`src/rtl/alu_pkg.sv`:
```
// Shared ALU encodings (select codes, ALUOp, funct) for the issue stage and the ALU.
package alu_pkg;

   localparam int unsigned DATA_W    = 32;
   localparam int unsigned SEL_W     = 4;
   localparam int unsigned IMM_W     = 16;
   localparam int unsigned OP_W      = 2;
   localparam int unsigned FUNCT_W   = 6;
   localparam int unsigned REG_IDX_W = 5;

   // ALU select codes
   localparam logic [SEL_W-1:0] SEL_AND = 4'b0000;
   localparam logic [SEL_W-1:0] SEL_OR  = 4'b0001;
   localparam logic [SEL_W-1:0] SEL_ADD = 4'b0010;
   localparam logic [SEL_W-1:0] SEL_SUB = 4'b0110;
   localparam logic [SEL_W-1:0] SEL_SLT = 4'b0111;
   localparam logic [SEL_W-1:0] SEL_NOR = 4'b1100;

   // Main-control ALUOp codes
   localparam logic [OP_W-1:0] ALUOP_MEM   = 2'b00;
   localparam logic [OP_W-1:0] ALUOP_BR    = 2'b01;
   localparam logic [OP_W-1:0] ALUOP_RTYPE = 2'b10;
   localparam logic [OP_W-1:0] ALUOP_ORI   = 2'b11;

   // R-type funct codes
   localparam logic [FUNCT_W-1:0] FUNCT_ADD  = 6'b100000;
   localparam logic [FUNCT_W-1:0] FUNCT_ADDU = 6'b100001;
   localparam logic [FUNCT_W-1:0] FUNCT_SUB  = 6'b100010;
   localparam logic [FUNCT_W-1:0] FUNCT_SUBU = 6'b100011;
   localparam logic [FUNCT_W-1:0] FUNCT_AND  = 6'b100100;
   localparam logic [FUNCT_W-1:0] FUNCT_OR   = 6'b100101;
   localparam logic [FUNCT_W-1:0] FUNCT_NOR  = 6'b100111;
   localparam logic [FUNCT_W-1:0] FUNCT_SLT  = 6'b101010;

   // Operand/select payload handed from the issue stage to the ALU
   typedef struct packed {
      logic [DATA_W-1:0] first;
      logic [DATA_W-1:0] second;
      logic [SEL_W-1:0]  select;
   } issue_t;

   // Extend a 16-bit immediate: zero-extend for logical ops, sign-extend otherwise
   function automatic logic [DATA_W-1:0] extend_imm(input logic [IMM_W-1:0] imm,
                                                    input logic            zero_ext);
      logic [DATA_W-IMM_W-1:0] upper;
      upper = zero_ext ? '0 : {(DATA_W-IMM_W){imm[IMM_W-1]}};
      return {upper, imm};
   endfunction

endpackage

```
`src/rtl/alu_ctrl_decode.sv`:
```
// ALU-control decode: (ALUOp, funct) -> ALU select code and unsupported-funct flag.
module alu_ctrl_decode
   import alu_pkg::*;
(
   input  logic [OP_W-1:0]    alu_op,
   input  logic [FUNCT_W-1:0] funct,
   output logic [SEL_W-1:0]   select_c,
   output logic               illegal_c
);

   // Map ALUOp first; only R-type instructions consult funct
   always_comb begin
      select_c  = SEL_ADD;
      illegal_c = 1'b0;
      case (alu_op)
         ALUOP_MEM: select_c = SEL_ADD;
         ALUOP_BR:  select_c = SEL_SUB;
         ALUOP_ORI: select_c = SEL_OR;
         default: begin
            case (funct)
               FUNCT_ADD, FUNCT_ADDU: select_c = SEL_ADD;
               FUNCT_SUB, FUNCT_SUBU: select_c = SEL_SUB;
               FUNCT_AND:             select_c = SEL_AND;
               FUNCT_OR:              select_c = SEL_OR;
               FUNCT_NOR:             select_c = SEL_NOR;
               FUNCT_SLT:             select_c = SEL_SLT;
               default: begin
                  select_c  = SEL_ADD;
                  illegal_c = 1'b1;
               end
            endcase
         end
      endcase
   end

endmodule

```
`src/rtl/alu_issue_stage.sv`:
```
// ID/EX issue register in front of the 32-bit ALU: decode, immediate extension,
// operand-B mux, stall/flush. Optional EX/MEM forwarding under ALU_ISSUE_FORWARDING_EN.
module alu_issue_stage
   import alu_pkg::*;
(
   input  logic                 clk,
   input  logic                 rst_n,
   input  logic                 stall,
   input  logic                 flush,
   input  logic                 in_valid,
   input  logic [DATA_W-1:0]    rs_data,
   input  logic [DATA_W-1:0]    rt_data,
   input  logic [IMM_W-1:0]     imm16,
   input  logic [OP_W-1:0]      alu_op,
   input  logic [FUNCT_W-1:0]   funct,
   input  logic                 alu_src,
   input  logic [REG_IDX_W-1:0] rs_idx,
   input  logic [REG_IDX_W-1:0] rt_idx,
   input  logic                 fwd_valid,
   input  logic [REG_IDX_W-1:0] fwd_rd,
   input  logic [DATA_W-1:0]    fwd_data,
   output logic [DATA_W-1:0]    first,
   output logic [DATA_W-1:0]    second,
   output logic [SEL_W-1:0]     select,
   output logic                 out_valid,
   output logic                 illegal
);

   logic [SEL_W-1:0]  dec_select_c;
   logic              dec_illegal_c;
   logic [DATA_W-1:0] rs_op_c;
   logic [DATA_W-1:0] rt_op_c;
   logic [DATA_W-1:0] imm_ext_c;
   issue_t            issue_nxt_c;
   issue_t            issue_q;
   logic              valid_q;
   logic              illegal_q;

   alu_ctrl_decode u_ctrl (
      .alu_op    (alu_op),
      .funct     (funct),
      .select_c  (dec_select_c),
      .illegal_c (dec_illegal_c)
   );

`ifdef ALU_ISSUE_FORWARDING_EN
   // Bypass the EX/MEM result onto a matching source operand; r0 never forwards
   always_comb begin
      rs_op_c = rs_data;
      rt_op_c = rt_data;
      if (fwd_valid && (fwd_rd != '0) && (fwd_rd == rs_idx)) begin
         rs_op_c = fwd_data;
      end
      if (fwd_valid && (fwd_rd != '0) && (fwd_rd == rt_idx)) begin
         rt_op_c = fwd_data;
      end
   end
`else
   // Forwarding disabled: operands come straight from the register file
   assign rs_op_c = rs_data;
   assign rt_op_c = rt_data;

   logic unused_fwd;
   assign unused_fwd = ^{fwd_valid, fwd_rd, fwd_data, rs_idx, rt_idx};
`endif

   // Immediate extension and operand-B mux; forwarding sits upstream of the mux
   always_comb begin
      imm_ext_c          = extend_imm(imm16, alu_op == ALUOP_ORI);
      issue_nxt_c.first  = rs_op_c;
      issue_nxt_c.second = alu_src ? imm_ext_c : rt_op_c;
      issue_nxt_c.select = dec_select_c;
   end

   // Pipeline register: reset > flush > stall > capture
   always_ff @(posedge clk) begin
      if (!rst_n) begin
         issue_q.first  <= '0;
         issue_q.second <= '0;
         issue_q.select <= SEL_ADD;
         valid_q        <= 1'b0;
         illegal_q      <= 1'b0;
      end else if (flush) begin
         issue_q   <= '0;
         valid_q   <= 1'b0;
         illegal_q <= 1'b0;
      end else if (!stall) begin
         issue_q   <= issue_nxt_c;
         valid_q   <= in_valid;
         illegal_q <= in_valid & dec_illegal_c;
      end
   end

   assign first     = issue_q.first;
   assign second    = issue_q.second;
   assign select    = issue_q.select;
   assign out_valid = valid_q;
   assign illegal   = illegal_q;

endmodule

```
`config.mk`:
```
export PLATFORM = sky130hd
export DESIGN_NAME = alu_issue_stage
export DESIGN_NICKNAME = d
export VERILOG_FILES = /design/src/rtl/alu_pkg.sv /design/src/rtl/alu_ctrl_decode.sv /design/src/rtl/alu_issue_stage.sv
export SDC_FILE = /design/constraint.sdc
export NUM_CORES = 1
export LEC_CHECK = 0
export ABC_AREA = 0
export BUFFER_PORTS_ARGS = -buffer_cell sky130_fd_sc_hd__buf_2
export CAP_MARGIN = 40
export CELL_PAD_IN_SITES_DETAIL_PLACEMENT = 1
export CELL_PAD_IN_SITES_GLOBAL_PLACEMENT = 2
export CORE_MARGIN = 3
export CORE_UTILIZATION = 23
export DETAILED_ROUTE_END_ITERATION = 12
export PLACE_DENSITY_LB_ADDON = 0.1
export SLEW_MARGIN = 40
export SYNTH_ARGS = -nofsm -noshare
export SYNTH_HDL_FRONTEND = slang
export SYNTH_SLANG_ARGS = --single-unit
```
`constraint.sdc`:
```
create_clock -name clk -period 1.3 [get_ports clk]
set_input_delay 0.195 -clock clk [delete_from_list [all_inputs] [get_ports clk]]
set_output_delay 0.195 -clock clk [all_outputs]
set_load 0.1 [all_outputs]
```
# After elaboration in Yosys (flattened, before gate mapping)
# Cells that the tools add are included.
dict set report word_totals {
  ff_bits 70
  out_inout_bits 70
  wordCells 32
}
dict set report op_classes {
  eq_ne 11
  n_mux 8
  bitwise 2
  reduce_logical 5
}
# cell count
set op_table {}
lappend op_table {{equality test 6 bit (second input constant)} 8}
lappend op_table {{two-way mux 32 bit} 1}
lappend op_table {{one-hot mux 4 bit (5 select lines)} 1}
lappend op_table {{two-way mux 16 bit} 1}
lappend op_table {{one-hot mux 4 bit (3 select lines)} 1}
lappend op_table {{OR reduction 8 bit} 1}
lappend op_table {{two-way mux 2 bit} 2}
lappend op_table {{OR reduction 2 bit} 2}
lappend op_table {{OR reduction 3 bit} 1}
lappend op_table {{equality test 2 x 1 -> 1 bit (second input constant)} 1}
lappend op_table {{equality test 2 bit (second input constant)} 1}
lappend op_table {{zero test 2 bit} 1}
lappend op_table {{two-way mux 1 bit} 2}
lappend op_table {{inequality test 2 x 1 -> 1 bit (second input constant)} 1}
lappend op_table {{bitwise AND 1 bit} 1}
lappend op_table {{NOT 1 bit} 1}

# Depth between registers and ports, before layout
# Gate-level depths: netlist of the first run.
dict set report depth {
  ltp_word 6
  mapped_depth 5
  depth_no_buf 3
}

# Hierarchy
# Synthesis of the first run repeated with hierarchy kept, for this count alone.
dict set report unflattened {
  hier_cells 284
  area_unflattened_um2 2991.6
}
# mod n_inst cells_each area_per_inst_um2 seq_area_each_um2
set by_module_without_submodules {}
lappend by_module_without_submodules {alu_issue_stage 1 267 2850.2 1401.3}
lappend by_module_without_submodules {alu_ctrl_decode 1 17 141.4 0.0}

# Least setup slack after synthesis of the first run
# OpenSTA, ideal clock, no wires.
dict set report synth_path {
  kind {register -> register}
  startpoint {register, netlist name illegal}
  endpoint {register illegal_q (netlist: illegal)}
  arrival_ps 1329
  t_required_ps 1209
  path_slack_ps -120
  stages_incl_launch_ff 3
  n_path_buf 0
  synth_period_minus_slack_ps 1420
  path_cell_list {dfxtp_1 a21oi_1 a311oi_1}
}
# item line_no
set synth_rtl {}
lappend synth_rtl {{end signal, assigned} alu_issue_stage.sv:90} ;# illegal_q <= in_valid & dec_illegal_c;
lappend synth_rtl {{end, declared} alu_issue_stage.sv:37} ;# logic illegal_q;

# Worst setup path after layout of the first run
dict set report layout_path {
  startpoint {register, netlist name first[14]}
  endpoint {output port first[14]}
}
# item line_no
set layout_rtl {}
lappend layout_rtl {{end, declared} alu_issue_stage.sv:22} ;# output logic [DATA_W-1:0] first,
# No word-level cell between the ends.

==> results of run 1 <==
[cells by family (layout without fill, tap and decap cells)]
kind of cell | count (synthesis) | in the layout | share of synthesized area
AOI/OAI and AO/OA | 26 | 26 | 0.0835
buffers and inverters | 39 | 205 | 0.0811
DFF | 70 | 70 | 0.456
muxes | 67 | 67 | 0.240
other | 0 | 1 | 0
and+or+nand+nor | 86 | 86 | 0.139
[worst max-delay path by stage]
stage                     from         end  slack, ns  depth (start not counted)
finish               first[14]   first[14]       0.03                          1
global route         first[14]   first[14]     0.0005                          1
CTS                 second[12]  second[12]     0.0004                          1
detailed placement     alu_src   second[8]       0.14                          5
global placement       alu_src  second[14]       0.16                          5
floorplan            select[3]   select[3]      0.008                          2
[area by class of cell]
type | instances | area, µm² | share of cell area
well taps | 172 | 215 | 0.0467
multi-input cells | 179 | 1420 | 0.308
clock buffers | 12 | 256 | 0.0556
clock inverters | 4 | 45.0 | 0.00976
flip-flops and latches | 70 | 1430 | 0.309
inverters | 17 | 63.8 | 0.0138
repair buffers | 172 | 1180 | 0.257
diodes | 1 | 2.50 | 0.000542
[layer usage]
layer | wire (µm) | vias up | global-route usage
li1 | - | 1306 | -
met1 | 3580 | 1240 | 0.138
met2 | 4280 | 93 | 0.193
met3 | 947 | 14 | 0.0604
met4 | 146 | 2 | 0.0546
met5 | 13 | - | 0
[synthesized netlist by cell type, types with 2 or more instances]
master	instances	area share
a21oi_1	2	0.0033
buf_4	2	0.0049
nand2b_1	18	0.037
a221oi_2	4	0.020
clkbuf_1	4	0.0049
o21ai_0	2	0.0033
a311oi_1	2	0.0057
mux2i_1	52	0.17
mux2_4	13	0.064
inv_1	17	0.021
a221oi_1	12	0.034
nor2b_1	4	0.0081
nor2_1	48	0.059
nand2_1	5	0.0061
nor3_1	2	0.0033
dfxtp_1	70	0.46
mux2_2	2	0.0073
buf_2	4	0.0065
and4bb_2	2	0.0081
buf_6	12	0.044
[worst reg2reg max path, cell delays in order (launching register included)]
cell and delay (ns):
dfxtp_2 0.32, nand2_1 0.05, o21ai_0 0.07, a31o_2 0.22
[power by group through the flow]
stage | Clock, mW | Combinational, mW | Sequential, mW
finish | 2.48 | 1.29 | 2.27
global route | 2.69 | 1.37 | 2.28
CTS | 2.59 | 1.30 | 2.27
global placement | 0 | 1.27 | 2.31
detailed placement | 0 | 1.27 | 2.31
floorplan | 0 | 0.388 | 2.87
[repair_timing]
action                                 CTS  global route
endpoints found under the hold margin    0             0
resized for setup                       31            22
setup endpoints to repair               31            22
[sequential cells by signal, summed over array words and instances (netlist names)]
signal and flops:
second 32, select 4, out_valid 1, illegal 1, first 32
[metrics by stage]
stage	setup slack, ns	total power, mW	utilization	hold WS (ns)
finish	0.0271	6.04	0.360	0.0939
CTS	0.000377	6.16	0.355	0.0823
global route	0.000499	6.34	0.360	0.0905
global placement	0.159	3.58	0.326	0.425
floorplan	0.00834	3.26	-	0.339
detailed placement	0.140	3.59	0.326	0.434
==> impl_metrics.yaml, run 1 <==
timing:
  clock_skew_ns: 0
  fmaxAchievable_mhz: 786
  fin_crit_sh: 0.979
  hold_viol: 0
  slew_headroom: 0.675
  worstMarginPinSlew_ns: 0.490
  setup_viol: 0
  tns_ns: 0
  rsz0062_at_grt: "false"
  slew_viol_final: 0
  period_needed_ns: 1.27
power_and_ir_drop:
  swShare: 0.299
  vdd_drop_max_v: 0.000438
  switching_power_mw: 1.80
  powerDensity_mw_per_mm2: 1310
  combPwrFrac: 0.213
  leakagePower_nw: 2.18
  internal-power_mw: 4.23
  p_clk_frac: 0.411
  seq_power_share: 0.376
place:
  hpwl_mm: 6.71
  dp_cells: 610
  io_buffers: 163
  placed_area_mm2: 0.00418
  gp_congestion: 0.627
finish:
  final_common_cell: "buf_2"
  fin_cells: 627
  fillCellCount: 1495
  layout_common_cells: "buf_2 (103), mux2i_1 (52), dfxtp_1 (51)"
  fin_area_mm2: 0.00461
  layout-drive-gt1-share: 0.513
  syn_to_final_growth_pct: 50.2
  nets: 591
worst_setup_path:
  worstSetupStartpointType: "register"
  worstPathRequired_ns: 1.11
  timing.rr.start: "select[1]"
  worst_ep_arrival_time_ns: 1.08
  cp_cell_sequence: "buf_2"
  timing.rr.end: "select[1]"
  rrSetupSlack_ns: 0.53
  max_stage_delay_ns: 0.42
  worstSetupPathType: "register to primary output"
  cp_slowest_cell: "buf_2"
  cp_top_family: "buffers and inverters"
  cp_max_fo: 2
  reg2reg_depth: 3
  end_kind: "primary output"
  crit_buf_inv: 1
grt:
  grt_pass1_vias: 2739
  antenna_found_initial: 1
  grt-ovfl-total: 0
  grt_util_all_layers: 0.122
  grt_pass1_wl_mm: 14.0
  grt_start_max_net_pins: 32
cts:
  clock_path_buffers: 2
  cts_htree_levels: 3
  numCtsBuffers: 9
  cts_tree: "built"
  path_clk_slew_ns: 0.06
  cts_root_buf: "clkbuf_16"
  holdBufCountCts: 0
  clk_latency_ns: 0.33
  post-cts-setup-buffers: 0
  cts_sinks: 70
die:
  die_w_um: 122
  dieArea_mm2: 0.0148
  core_area_mm2: 0.0128
  ios: 212
  fp.dieH_um: 122
  start_util: 0.240
  rows: 41
synth:
  ys_ff_latch: 70
  yosysSeqAreaShare: 0.456
  ys_types: 31
  syn-num-nets: 430
  avgSynthCellArea_um2: 10.7
  syn_area_mm2: 0.00307
  synth_edf_count: 0
  synth-async-reset-ratio: 0
  synth_warnings: 0
  synthCells: 288
  ys.flop_type: "dfxtp_1"
drt:
  ant_nets: 0
  drc: 0
  num_vias: 2655
  wl_per_cell_um: 14.3
  drtIter0Drc: 119
  via_per_inst: 4.23
  drt_first_pass_iters: 2
  totalWireLength_mm: 8.97
min_path:
  holdCritStartpoint: "rs_data[12]"
  hold_end: "first[12]"
  min_path_cells: 3
  hp-class: "input port to register"
job:
  maxCapViolCount: 0
status:
  status: "complete, no violations"
Note: power is estimated with default switching activity, not from simulation.
==> run 2: changes to the inputs <==
- CORE_UTILIZATION: 23 -> 22
- HOLD_SLACK_MARGIN: unset -> 0.12
- SYNTH_HIERARCHICAL: unset -> 1
- clock period: 1.3 -> 1.2 ns (I/O delays scaled with it)
==> impl_metrics.yaml, run 2 <==
die:
  core_area_mm2: 0.0130
  die_w_um: 123
  rows: 41
  dieArea_mm2: 0.0150
  fp.dieH_um: 123
  start_util: 0.231
  ios: 212
timing:
  tns_ns: 0
  fmaxAchievable_mhz: 890
  fin_crit_sh: 0.936
  slew_headroom: 0.636
  clock_skew_ns: 0
  hold_viol: 0
  setup_viol: 0
  rsz0062_at_grt: "true"
  worstMarginPinSlew_ns: 0.546
  setup_slack_ns: 0.0763
  period_needed_ns: 1.12
  slew_viol_final: 0
grt:
  grt_util_all_layers: 0.138
  antenna_found_initial: 1
  grt_pass1_wl_mm: 15.8
  grt-ovfl-total: 0
  grt_pass1_vias: 3106
  grt_start_max_net_pins: 42
synth:
  synth_edf_count: 0
  syn-num-nets: 426
  syn_area_mm2: 0.00299
  synth_area_leaders: "dfxtp_1 (47%), mux2i_1 (17%), mux2_4 (7.0%)"
  ys.flop_type: "dfxtp_1"
  ys_types: 31
  yosysMostFrequentCell: "dfxtp_1"
  yosysSeqAreaShare: 0.468
  avgSynthCellArea_um2: 10.5
  ys_ff_latch: 70
  synthCells: 284
  synthTopCellsByCount: "dfxtp_1 (70), nor2_1 (54), mux2i_1 (52), inv_1 (17), nand2b_1 (17)"
  synth-async-reset-ratio: 0
  synth_top_cell_area_share: 0.468
  synth_top_area_cell: "dfxtp_1"
  synth_warnings: 6
worst_setup_path:
  reg2reg_depth: 2
  timing.rr.start: "second[22]"
  worstPathRequired_ns: 1.43
  worstSetupPathType: "input port to register"
  worst_ep_arrival_time_ns: 1.35
  rrSetupSlack_ns: 0.42
  cp_max_fo: 34
  end_kind: "register"
  cp-startpoint: "rst_n"
  timing.rr.end: "second[22]"
  worstSetupStartpointType: "input port"
drt:
  ant_nets: 0
  wl_per_cell_um: 14.7
  via_per_inst: 4.24
  num_vias: 2860
  drt_first_pass_iters: 4
  totalWireLength_mm: 9.90
  drc: 0
  drtIter0Drc: 71
cts:
  path_clk_slew_ns: 0.06
  cts_htree_levels: 3
  cts_root_buf: "clkbuf_16"
  cts_tree: "built"
  numCtsBuffers: 9
  cts_sinks: 70
  clock_path_buffers: 2
  post-cts-setup-buffers: 0
  clk_latency_ns: 0.33
min_path:
  hold_end: "second[20]"
  holdCritStartpoint: "rt_data[20]"
  hp-class: "input port to register"
  min_path_cells: 3
power_and_ir_drop:
  vdd_drop_max_v: 0.000479
  powerDensity_mw_per_mm2: 1160
  leakagePower_nw: 2.63
  power.total_mw: 6.96
finish:
  layout_common_cells: "buf_2 (92), buf_12 (77), dfxtp_2 (70)"
  final_common_cell: "buf_2"
  multi_input_area_mm2: 0.00139
  regArea_mm2: 0.00149
  fillCellCount: 1399
  reg_top3: "first: 32 flops, second: 32 flops, select: 4 flops"
  n_antenna_cell: 0
  syn_to_final_growth_pct: 101
  fin_cells: 675
  layout-drive-gt1-share: 0.561
  fin_area_mm2: 0.00600
  nets: 640
place:
  placed_area_mm2: 0.00521
  gp_congestion: 0.720
  hpwl_mm: 7.22
  dpl_worst_slack_ns: -0.0820
  io_buffers: 163
  dp_cells: 610
status:
  status: "complete, no violations"
job:
  maxCapViolCount: 0
==> run 2: cell types whose count changed in the layout (fill, tap and decap cells not counted), sizes merged, moves of 4 or more <==
cell	change
nor2	+6
clkbuf	-21
nand2	-4
dlygate4sd3	+49
buf	+25
==> run 2: how the worst max path moves through the flow <==
stage	end	slack, ns	cells past startpoint
2_1_floorplan	second[28]	0.11	2
3_3_place_gp	second[31]	-0.05	4
3_5_place_dp	second[27]	-0.08	4
4_1_cts	second[27]	0.05	5
5_1_grt	second[16]	-0.02	5
6_report	second[27]	0.08	5
==> run 2: metrics by stage <==
step                utilization  hold WS, ns
floorplan                     -        0.256
global placement          0.401        0.380
detailed placement        0.401        0.406
CTS                       0.462        0.123
global route              0.462        0.131
finish                    0.462        0.130
==> run 2: critical path: stages <==
cell and delay [ns]:
dlygate4sd3_1 0.52, buf_2 0.11, nand2b_2 0.10, buf_12 0.19
a221oi_1 0.23
==> run 2: layout make-up <==
class / instances / area share
inverter: 17 / 0.0106
clock buffer: 13 / 0.0434
sequential: 70 / 0.248
multi-input combinational: 176 / 0.232
timing repair buffer: 224 / 0.423
clock inverter: 3 / 0.00709
tap: 172 / 0.0359
==> run 2: timing repair <==
item | 4_1_cts | 5_1_grt
endpoints found under the setup margin | 0 | 5
resized for setup | 0 | 0
hold buffers | 49 | 0
endpoints found under the hold margin | 48 | 0
==> run 2: logic make-up after synthesis <==
group                  Yosys count  synth area share
multiplexers                    69             0.256
flip-flops                      70             0.468
AND/OR/NAND/NOR                 83             0.135
AO/OA/AOI/OAI                   24            0.0749
buffers and inverters           38            0.0665
==> run 2: where the power goes <==
| part | internal (mW) | total [mW] | leakage (nW) | switching (mW) |
|---|---|---|---|---|
| logic | 0.776 | 1.74 | 1.88 | 0.964 |
| clock network | 1.72 | 2.71 | 0.146 | 0.985 |
| registers | 2.43 | 2.51 | 0.601 | 0.0868 |
| total | 4.92 | 6.96 | 2.63 | 2.04 |
==> run 2: routing by layer <==
metal  GRT usage  part of all wire  up-vias
met3      0.0516             0.085       11
li1            -                 -     1397
met4      0.0651             0.018        2
met5           0            0.0014        -
met1       0.156              0.41     1351
met2       0.228              0.49       99
==> run 3: changes to the inputs <==
==> constraint.sdc (replaced) <==
create_clock -name clk -period 1.2 [get_ports clk]
set_input_delay 0.18 -clock clk [delete_from_list [all_inputs] [get_ports clk]]
set_output_delay 0.18 -clock clk [all_outputs]
set_load 0.005 [all_outputs]
==> impl_metrics.yaml, run 3 (same netlist as run 2, synthesis figures left out) <==
grt:
  grt_pass1_vias: 2843
  grt_pass1_wl_mm: 14.2
  grt_start_max_net_pins: 49
  antenna_found_initial: 0
  grt-ovfl-total: 0
  grt_util_all_layers: 0.124
worst_setup_path:
  worstSetupStartpointType: "input port"
  cp_max_fo: 21
  worstSetupPathType: "input port to register"
  cp_slowest_cell: "dlygate4sd3_1"
  cp_cell_sequence: "dlygate4sd3_1, buf_2, nand2b_2, buf_4, a221oi_1"
  worstPathRequired_ns: 1.38
  end_kind: "register"
  max_stage_delay_ns: 0.54
  worst_ep_arrival_time_ns: 1.30
place:
  placed_area_mm2: 0.00403
  dpl_worst_slack_ns: -0.124
  dp_cells: 608
  hpwl_mm: 6.42
  io_buffers: 163
  gp_congestion: 0.706
die:
  core_area_mm2: 0.0130
  die_w_um: 123
  rows: 41
  dieArea_mm2: 0.0150
  fp.dieH_um: 123
  ios: 212
  start_util: 0.231
timing:
  slew_viol_final: 0
  clock_skew_ns: 0
  hold_viol: 0
  worstMarginPinSlew_ns: 0.570
  fmaxAchievable_mhz: 889
  setup_slack_ns: 0.0747
  period_needed_ns: 1.13
  slew_headroom: 0.620
  rsz0062_at_grt: "false"
  setup_viol: 0
  fin_hold_ws_ns: 0.136
  fin_crit_sh: 0.938
power_and_ir_drop:
  powerDensity_mw_per_mm2: 1250
  leakagePower_nw: 2.36
  swShare: 0.227
  switching_power_mw: 1.36
  combPwrFrac: 0.143
  seq_power_share: 0.410
  p_clk_frac: 0.448
  vdd_drop_max_v: 0.000495
  internal-power_mw: 4.62
drt:
  via_per_inst: 4.09
  ant_nets: 0
  drc: 0
  totalWireLength_mm: 9.17
  num_vias: 2738
  drt_first_pass_iters: 4
  drtIter0Drc: 60
  wl_per_cell_um: 13.7
cts:
  clk_latency_ns: 0.33
  path_clk_slew_ns: 0.06
  holdBufCountCts: 45
  cts_sinks: 70
  cts_tree: "built"
  post-cts-setup-buffers: 0
  cts_resized: 0
  numCtsBuffers: 9
  cts_root_buf: "clkbuf_16"
  cts_htree_levels: 3
  clock_path_buffers: 2
finish:
  syn_to_final_growth_pct: 59.9
  fin_cells: 670
  layout-drive-gt1-share: 0.425
  nets: 634
  reg_top3: "first: 32 flops, second: 32 flops, select: 4 flops"
  layout_common_cells: "buf_2 (162), dfxtp_1 (70), nor2_1 (54)"
  final_common_cell: "buf_2"
  fin_area_mm2: 0.00478
job:
  maxCapViolCount: 0
status:
  status: "complete, no violations"
min_path:
  hp-class: "input port to register"
-- run 3: cell count changes in the layout (fill, tap and decap cells not counted), sizes merged --
cell	before	now
clkinv	1	3
buf	175	173
diode	0	1
dlygate4sd3	49	45
clkinvlp	1	0
clkbuf	13	12
-- run 3: routing by layer --
metal	GRT usage	vias up	part of all wire
met1	0.147	1235	0.44
met5	0	-	0
li1	-	1388	-
met3	0.0470	13	0.087
met4	0.0637	0	0.022
met2	0.193	102	0.45
-- run 3: worst paths after layout --
| kind | from | to | cells after the start | slack [ns] |
|---|---|---|---|---|
| worst max-delay path | rst_n | second[29] | 5 | 0.07 |
| worst min-delay path | rt_data[28] | second[28] | 3 | 0.14 |
| worst min register to register | second[20] | second[20] | 2 | 0.46 |
| worst max register to register | second[17] | second[17] | 2 | 0.47 |
-- run 3: layout make-up --
cell class / count / area, µm²
antenna: 1 / 2.50
inverter: 17 / 63.8
timing repair buffer: 218 / 1410
clock buffer: 12 / 256
tap: 172 / 215
multi-input combinational: 176 / 1390
clock inverter: 4 / 45.0
fill: 1527 / 8190
sequential: 70 / 1400
-- run 3: critical path: cells and delay by family --
kind,cells,cell delay [ns]
buf+inv,3,0.94
simple gates,1,0.09
compound gates,1,0.08
-- run 3: through the flow --
step | util | total power, mW | TNS [ns]
after global placement | 0.311 | 3.24 | -1.38
after CTS | 0.368 | 6.13 | 0
final | 0.369 | 5.98 | 0
after global routing | 0.368 | 6.30 | 0
after floorplan | - | 2.90 | 0
after detailed placement | 0.311 | 3.25 | -2.01
-- run 3: power groups by stage --
| stage | Clock [mW] | Sequential, mW | Combinational (mW) |
|---|---|---|---|
| floorplan | 0 | 2.51 | 0.396 |
| global placement | 0 | 2.49 | 0.749 |
| detailed placement | 0 | 2.50 | 0.757 |
| CTS | 2.81 | 2.45 | 0.874 |
| global route | 2.89 | 2.46 | 0.945 |
| finish | 2.68 | 2.45 | 0.852 |
